<file path="config.mk">
export PLATFORM = sky130hd
export DESIGN_NAME = serial_subtractor
export DESIGN_NICKNAME = d
export VERILOG_FILES = /design/src/rtl/serial_subtractor.sv
export SDC_FILE = /design/constraint.sdc
export NUM_CORES = 1
export LEC_CHECK = 0
export CAP_MARGIN = 20
export CORE_UTILIZATION = 45
export CTS_BUF_LIST = sky130_fd_sc_hd__clkbuf_8 sky130_fd_sc_hd__clkbuf_16
export DETAILED_ROUTE_END_ITERATION = 12
export PLACE_DENSITY = 0.71
export SLEW_MARGIN = 20
export SYNTH_ARGS = -nofsm -noshare
export SYNTH_HDL_FRONTEND = slang
export SYNTH_SLANG_ARGS = --single-unit
</file>
<file path="constraint.sdc">
create_clock -name i_clk -period 1.65 [get_ports i_clk]
set_input_delay 0.33 -clock i_clk [delete_from_list [all_inputs] [get_ports i_clk]]
set_output_delay 0.33 -clock i_clk [all_outputs]
set_load 0.02 [all_outputs]
</file>
<file path="src/rtl/serial_subtractor.sv">
// Bit-serial unsigned subtractor: one full-subtractor cell, LSB first, WIDTH cycles per result.
// Optional signed-overflow output o_overflow when SERIAL_SUB_OVF_EN is defined.
module serial_subtractor #(
  parameter int WIDTH = 8
) (
  input  logic             i_clk,
  input  logic             i_reset,
  input  logic             i_start,
  input  logic [WIDTH-1:0] i_a,
  input  logic [WIDTH-1:0] i_b,
  output logic             o_ready,
  output logic             o_busy,
  output logic             o_done,
  output logic [WIDTH-1:0] o_diff,
  output logic             o_borrow
`ifdef SERIAL_SUB_OVF_EN
  ,
  output logic             o_overflow
`endif
);

  localparam int CW = (WIDTH > 2) ? $clog2(WIDTH) : 1;

  typedef enum logic [1:0] {
    S_IDLE,
    S_SHIFT,
    S_DONE
  } state_t;

  state_t           state_q, state_d;
  logic [WIDTH-1:0] a_q, a_d;
  logic [WIDTH-1:0] b_q, b_d;
  logic [WIDTH-1:0] res_q, res_d;
  logic [WIDTH-1:0] diff_q, diff_d;
  logic [CW-1:0]    cnt_q, cnt_d;
  logic             bin_q, bin_d;
  logic             borrow_q, borrow_d;
`ifdef SERIAL_SUB_OVF_EN
  logic             sa_q, sa_d;
  logic             sb_q, sb_d;
  logic             ovf_q, ovf_d;
`endif

  // Full-subtractor cell on the current LSBs.
  logic fs_d;
  logic fs_bout;
  assign fs_d    = a_q[0] ^ b_q[0] ^ bin_q;
  assign fs_bout = (~a_q[0] & b_q[0]) | (~(a_q[0] ^ b_q[0]) & bin_q);

  always_comb begin
    // NOTE: every variable gets a default before the case so no path leaves it unassigned (no latch).
    state_d  = state_q;
    a_d      = a_q;
    b_d      = b_q;
    res_d    = res_q;
    diff_d   = diff_q;
    cnt_d    = cnt_q;
    bin_d    = bin_q;
    borrow_d = borrow_q;
`ifdef SERIAL_SUB_OVF_EN
    sa_d     = sa_q;
    sb_d     = sb_q;
    ovf_d    = ovf_q;
`endif
    unique case (state_q)
      S_IDLE: begin
        if (i_start) begin
          a_d     = i_a;
          b_d     = i_b;
          res_d   = '0;
          bin_d   = 1'b0;
          cnt_d   = '0;
          state_d = S_SHIFT;
`ifdef SERIAL_SUB_OVF_EN
          sa_d    = i_a[WIDTH-1];
          sb_d    = i_b[WIDTH-1];
`endif
        end
      end
      S_SHIFT: begin
        a_d   = a_q >> 1;
        b_d   = b_q >> 1;
        res_d = {fs_d, res_q[WIDTH-1:1]};
        bin_d = fs_bout;
        cnt_d = cnt_q + CW'(1);
        if (cnt_q == CW'(WIDTH - 1)) begin
          // Last bit: publish result and final borrow on the edge that enters DONE.
          state_d  = S_DONE;
          diff_d   = {fs_d, res_q[WIDTH-1:1]};
          borrow_d = fs_bout;
`ifdef SERIAL_SUB_OVF_EN
          ovf_d    = (sa_q != sb_q) && (fs_d != sa_q);
`endif
        end
      end
      S_DONE:  state_d = S_IDLE;
      default: state_d = S_IDLE;
    endcase
  end

  // NOTE: state registers use non-blocking assignments so all of them update together at the edge.
  always_ff @(posedge i_clk) begin
    if (i_reset) begin
      state_q  <= S_IDLE;
      a_q      <= '0;
      b_q      <= '0;
      res_q    <= '0;
      diff_q   <= '0;
      cnt_q    <= '0;
      bin_q    <= 1'b0;
      borrow_q <= 1'b0;
`ifdef SERIAL_SUB_OVF_EN
      sa_q     <= 1'b0;
      sb_q     <= 1'b0;
      ovf_q    <= 1'b0;
`endif
    end else begin
      state_q  <= state_d;
      a_q      <= a_d;
      b_q      <= b_d;
      res_q    <= res_d;
      diff_q   <= diff_d;
      cnt_q    <= cnt_d;
      bin_q    <= bin_d;
      borrow_q <= borrow_d;
`ifdef SERIAL_SUB_OVF_EN
      sa_q     <= sa_d;
      sb_q     <= sb_d;
      ovf_q    <= ovf_d;
`endif
    end
  end

  assign o_ready  = (state_q == S_IDLE);
  assign o_busy   = (state_q == S_SHIFT);
  assign o_done   = (state_q == S_DONE);
  assign o_diff   = diff_q;
  assign o_borrow = borrow_q;
`ifdef SERIAL_SUB_OVF_EN
  assign o_overflow = ovf_q;
`endif

endmodule

</file>
## After elaboration in Yosys (flattened, before gate mapping)

Cells that the tools add are included.
W data, S select, Z words.

- Register bits after elaboration: 39
- Logic and storage cells: 39

- Add/subtract/negate cells: 1
- Equal/unequal tests: 5
- Mux-type cells: 13
- Bitwise operators: 7
- Reduce and logical (&&, ||, !) cells: 5

Operator list:

| cell | count |
|---|---|
| $pmux W8 S2 | 3 |
| $mux W8 | 3 |
| $pmux W3 S2 | 1 |
| $reduce_and A2 Y1 | 3 |
| $mux W2 | 2 |
| $pmux W2 S2 | 1 |
| $add A3 B1 Y3 const B | 1 |
| $eq A3 B3 Y1 const B | 1 |
| $mux W3 | 1 |
| $and A1 B1 Y1 | 2 |
| $eq A2 B1 Y1 const B | 1 |
| $eq A2 B2 Y1 const B | 1 |
| $logic_not A2 Y1 | 1 |
| $ne A2 B1 Y1 const B | 1 |
| $ne A2 B2 Y1 const B | 1 |
| $not A1 Y1 | 2 |
| $pmux W1 S2 | 1 |
| $reduce_bool A2 Y1 | 1 |
| $xor A1 B1 Y1 | 2 |
| $mux W1 | 1 |
| $or A1 B1 Y1 | 1 |

## Depth between registers and ports, before layout

- Word-level depth: 5
- Depth in mapped cells: 7
- Mapped depth without buffers: 5

## Worst setup path after synthesis

No wires, ideal clock.

- Path kind: register to output
- Start point: reg state_q[1]
- End point: out o_busy
- Data arrival time: 0.946 ns
- Required time: 1.320 ns
- Path slack: 0.374 ns
- Stages on the path, launching flop included: 6
- Path through: dfxtp_1 > clkbuf_2 > nand2b_1 > buf_4 > inv_2 > buf_4

- Longest elaborated chain between the ends: 1

Ends and longest elaborated chain:

| item | line | source |
|---|---|---|
| start: declaration | 30 | `state_t state_q, state_d;` |
| start signal: assignment | 118 | `state_q <= state_d;` |
| $eq A2 B1 Y1 | 135 | `assign o_busy = (state_q == S_SHIFT);` |
| end: declaration | 12 | `output logic o_busy,` |

Every way passes these cells.

## Final worst setup path

Ends and elaborated chain as after synthesis.

==> summary.txt <==
Outcome
  – Status: completed

STA
  – RSZ-0062 raised after global routing: false
  – Final worst path period need: 1.57 ns
  – # setup viols final: 0
  – Relative slew slack: 76.4%
  – Worst Max-Slew Pin Slew: 0.353 ns
  – Slack of the critical path: roughly 0.082 ns
  – Tcrit/Tclk final: 95.0%
  – Clock skew: 0.00606 ns
  – Maximum clock rate: 638 MHz
  – Final Hold Fails: 0
  – Max Slew Vio Count: 0

Worst setup path
  – Cell breakdown of the critical path: nand2b_1 -> inv_2 -> dlygate4sd2_1
  – Critical Path Sink Type: primary output
  – Crit start category: flop
  – Cell family with most CP delay: flip-flops
  – Slowest stage delay, CP: 0.41 ns
  – Slowest CP cell: dfxtp_1
  – RR Startpoint: state_q[1]
  – FF-to-FF End: b_q[0]
  – Critical path fanouts, max: 6
  – Reg-to-reg slack, setup: 0.22 ns
  – Crit path buf inv count: 2
  – Critical path data required time: 1.32 ns
  – R2R depth: 5
  – Type of the worst setup path: flop to primary output
  – Crit path DAT: about 1.2 ns

Drt
  – Top Metal Used: met4
  – DRT Pass-1 Iters: 4
  – Wire length on met1: 1510 um
  – Met3 Routed Length: 117 um
  – Final wirelength: about 3100 um
  – DR iter-0 viols: 94
  – Drt drc: 0
  – Detail Route Antenna Nets: 0
  – Metal2 WL: roughly 1500 um
  – Vias post-DR: 1281
  – Mean routed wirelength per cell: around 13 um
  – Via/cell ratio: ~5.2

Place
  – Pre-CTS setup slack: -0.0780 ns
  – Placed cell area: roughly 1900 um^2
  – Detail Placement HPWL: 2250 um
  – DP Cell Count: 239
  – Port buffer count: 30
  – Global placer's final weighted congestion: around 0.75

Logic synthesis
  – Top cells by count, synth: nor2_1, dfxtp_1, a21oi_1
  – Seq/Total Area, Yosys: 48.6%
  – Synth Area per Inst: ~9.3 um^2
  – Share of the synthesized area in the top cell type: ~49%
  – Synth top area cells: dfxtp_1, nor2_1, o221ai_2
  – Post-synth EDFFs: 0
  – Asr flop ratio synth: 0%
  – Most frequent cell after synthesis: nor2_1
  – Unique masters post-synth: 29
  – Post-Syn Nets: 190
  – Gate count of the mapped netlist: 168
  – Cell taking the most area after synthesis: dfxtp_1
  – Synth Flop Type: dfxtp_1
  – Synthesis Warnings: 0
  – Synth Register Bits: 38
  – Netlist Area Pre-Place: 1560 um^2

Floorplanning
  – Die X: 61.0 um
  – Full die area: around 3700 um^2
  – Initial Util: a little under half
  – Row count: 21
  – Core box area: 3340 um^2
  – DIE HEIGHT: 61.0 um
  – Io pins: 31

Clock network
  – TritonCTS clock tree: built
  – H-tree depth: 2
  – Clock latency on the worst-skew pair: roughly 0.29 ns
  – Hold buffer count at cts: 0
  – Sink Count: 38
  – CTS Buf Count: 5
  – CTS clk-pin slew, worst paths: 0.07 ns
  – Clk buf depth: 2
  – CTS root buf: clkbuf_8

Hold path
  – WHS Path Cells: 2
  – Min-Delay Path Class: flop to flop
  – HP Start: o_diff[3]
  – Min-Delay Endpoint: o_diff[3]

Flow run
  – Max-Cap Viols: 0

Layout
  – Final net count: 222
  – Non-Filler Instances: 247
  – Layout cell share with drive strength beyond 1: 14.4%
  – Final Cell Area: 2010 um^2
  – Synthesis-to-finish area growth: 28.6%
  – # diodes: 0
  – Utilization after layout: between 60% and 70%

Power and ir drop
  – VDD IR-drop max: 0.570 mV
  – PD cells: 978 nW/um^2
  – Power Total: 1.97 mW
  – Leak: 0.748 nW

GRT
  – Largest net degree at the start of global routing: 25
  – Initial antenna violation count: 0
  – Overflow after GRT: 0
  – First-pass GRT wire length: 5160 um
  – All-Layer GR Usage: 19.4%
  – Vias in the first global route: 1106
[state kept, by name, summed over array words and instances (netlist names)]
name      flops
a_q           8
b_q           8
o_diff        8
res_q         7
cnt_q         3
state_q       2
bin_q         1
o_borrow      1
[area by class of cell]
| class | instances | area, um^2 |
|---|---|---|
| timing repair buffer | 40 | 372 |
| sequential | 38 | 762 |
| multi-input combinational | 110 | 696 |
| tap | 46 | 57.6 |
| inverter | 5 | 18.8 |
| fill | 284 | 1330 |
| clock inverter | 3 | 37.5 |
| clock buffer | 5 | 68.8 |
[worst max-delay path by stage]
stage | start | cells past startpoint | slack, ns | to
floorplan | state_q[1] | 5 | 0.37 | o_busy
global placement | i_start | 5 | -0.07 | b_q[1]
detailed placement | i_start | 5 | -0.08 | b_q[0]
CTS | state_q[1] | 3 | 0.07 | o_busy
global route | state_q[1] | 3 | 0.02 | o_busy
finish | state_q[1] | 3 | 0.08 | o_busy
[tightest hold or removal path, stage by stage, from the launching register on]
cell	delay [ns]
dfxtp_1	0.31
nand2_1	0.05
a21oi_1	0.05
[layer usage]
metal  up-vias  GRT usage, %
met2        19          30.0
met4         0          6.17
met1       603          25.3
met5         -             0
met3         5          7.04
li1        654             -
[power breakdown]
group / switching [mW] / total (mW) / internal (mW)
combinational: 0.113 / 0.226 / 0.113
sequential: 0.0301 / 0.989 / 0.959
clock: 0.312 / 0.752 / 0.440
total: 0.455 / 1.97 / 1.51
[placed cells by master, fill, tap and decap left out, types with 2 or more instances in the layout]
cell type / synthesis / final
a22oi_1: 9 / 9
nand3b_1: 3 / 3
buf_4: 3 / 10
ha_1: 2 / 2
dlygate4sd2_1: 0 / 3
nor2_1: 40 / 40
a21oi_1: 12 / 12
clkbuf_8: 0 / 5
inv_1: 4 / 6
o21ai_0: 2 / 2
nor2b_1: 2 / 2
dfxtp_1: 38 / 37
nand3_1: 8 / 8
o221ai_1: 4 / 4
nand2_1: 8 / 8
clkdlybuf4s50_1: 0 / 27
o221ai_2: 10 / 10
[through the flow]
stage          TNS, ns  hold WS, ns
2_1_floorplan        0        0.441
3_3_place_gp    -0.718        0.447
3_5_place_dp    -0.872        0.451
4_1_cts              0        0.461
5_1_grt              0        0.484
6_report             0        0.458
[repair_timing]
action	CTS	global route
buffers inserted	0	0
resized for setup	4	0
hold endpoints to repair	0	0
endpoints found under the setup margin	3	0
[cell families (layout without fill, tap and decap cells)]
logic type | Yosys count | count (layout) | synth area share [%]
DFF | 38 | 38 | 48.6
and+or+nand+nor | 64 | 64 | 17.6
adders and majority gates | 3 | 3 | 2.88
AOI/OAI and AO/OA | 42 | 42 | 23.4
buffers and inverters | 20 | 53 | 6.88
muxes | 1 | 1 | 0.640
No activity file was read; power rests on OpenSTA's default activity.
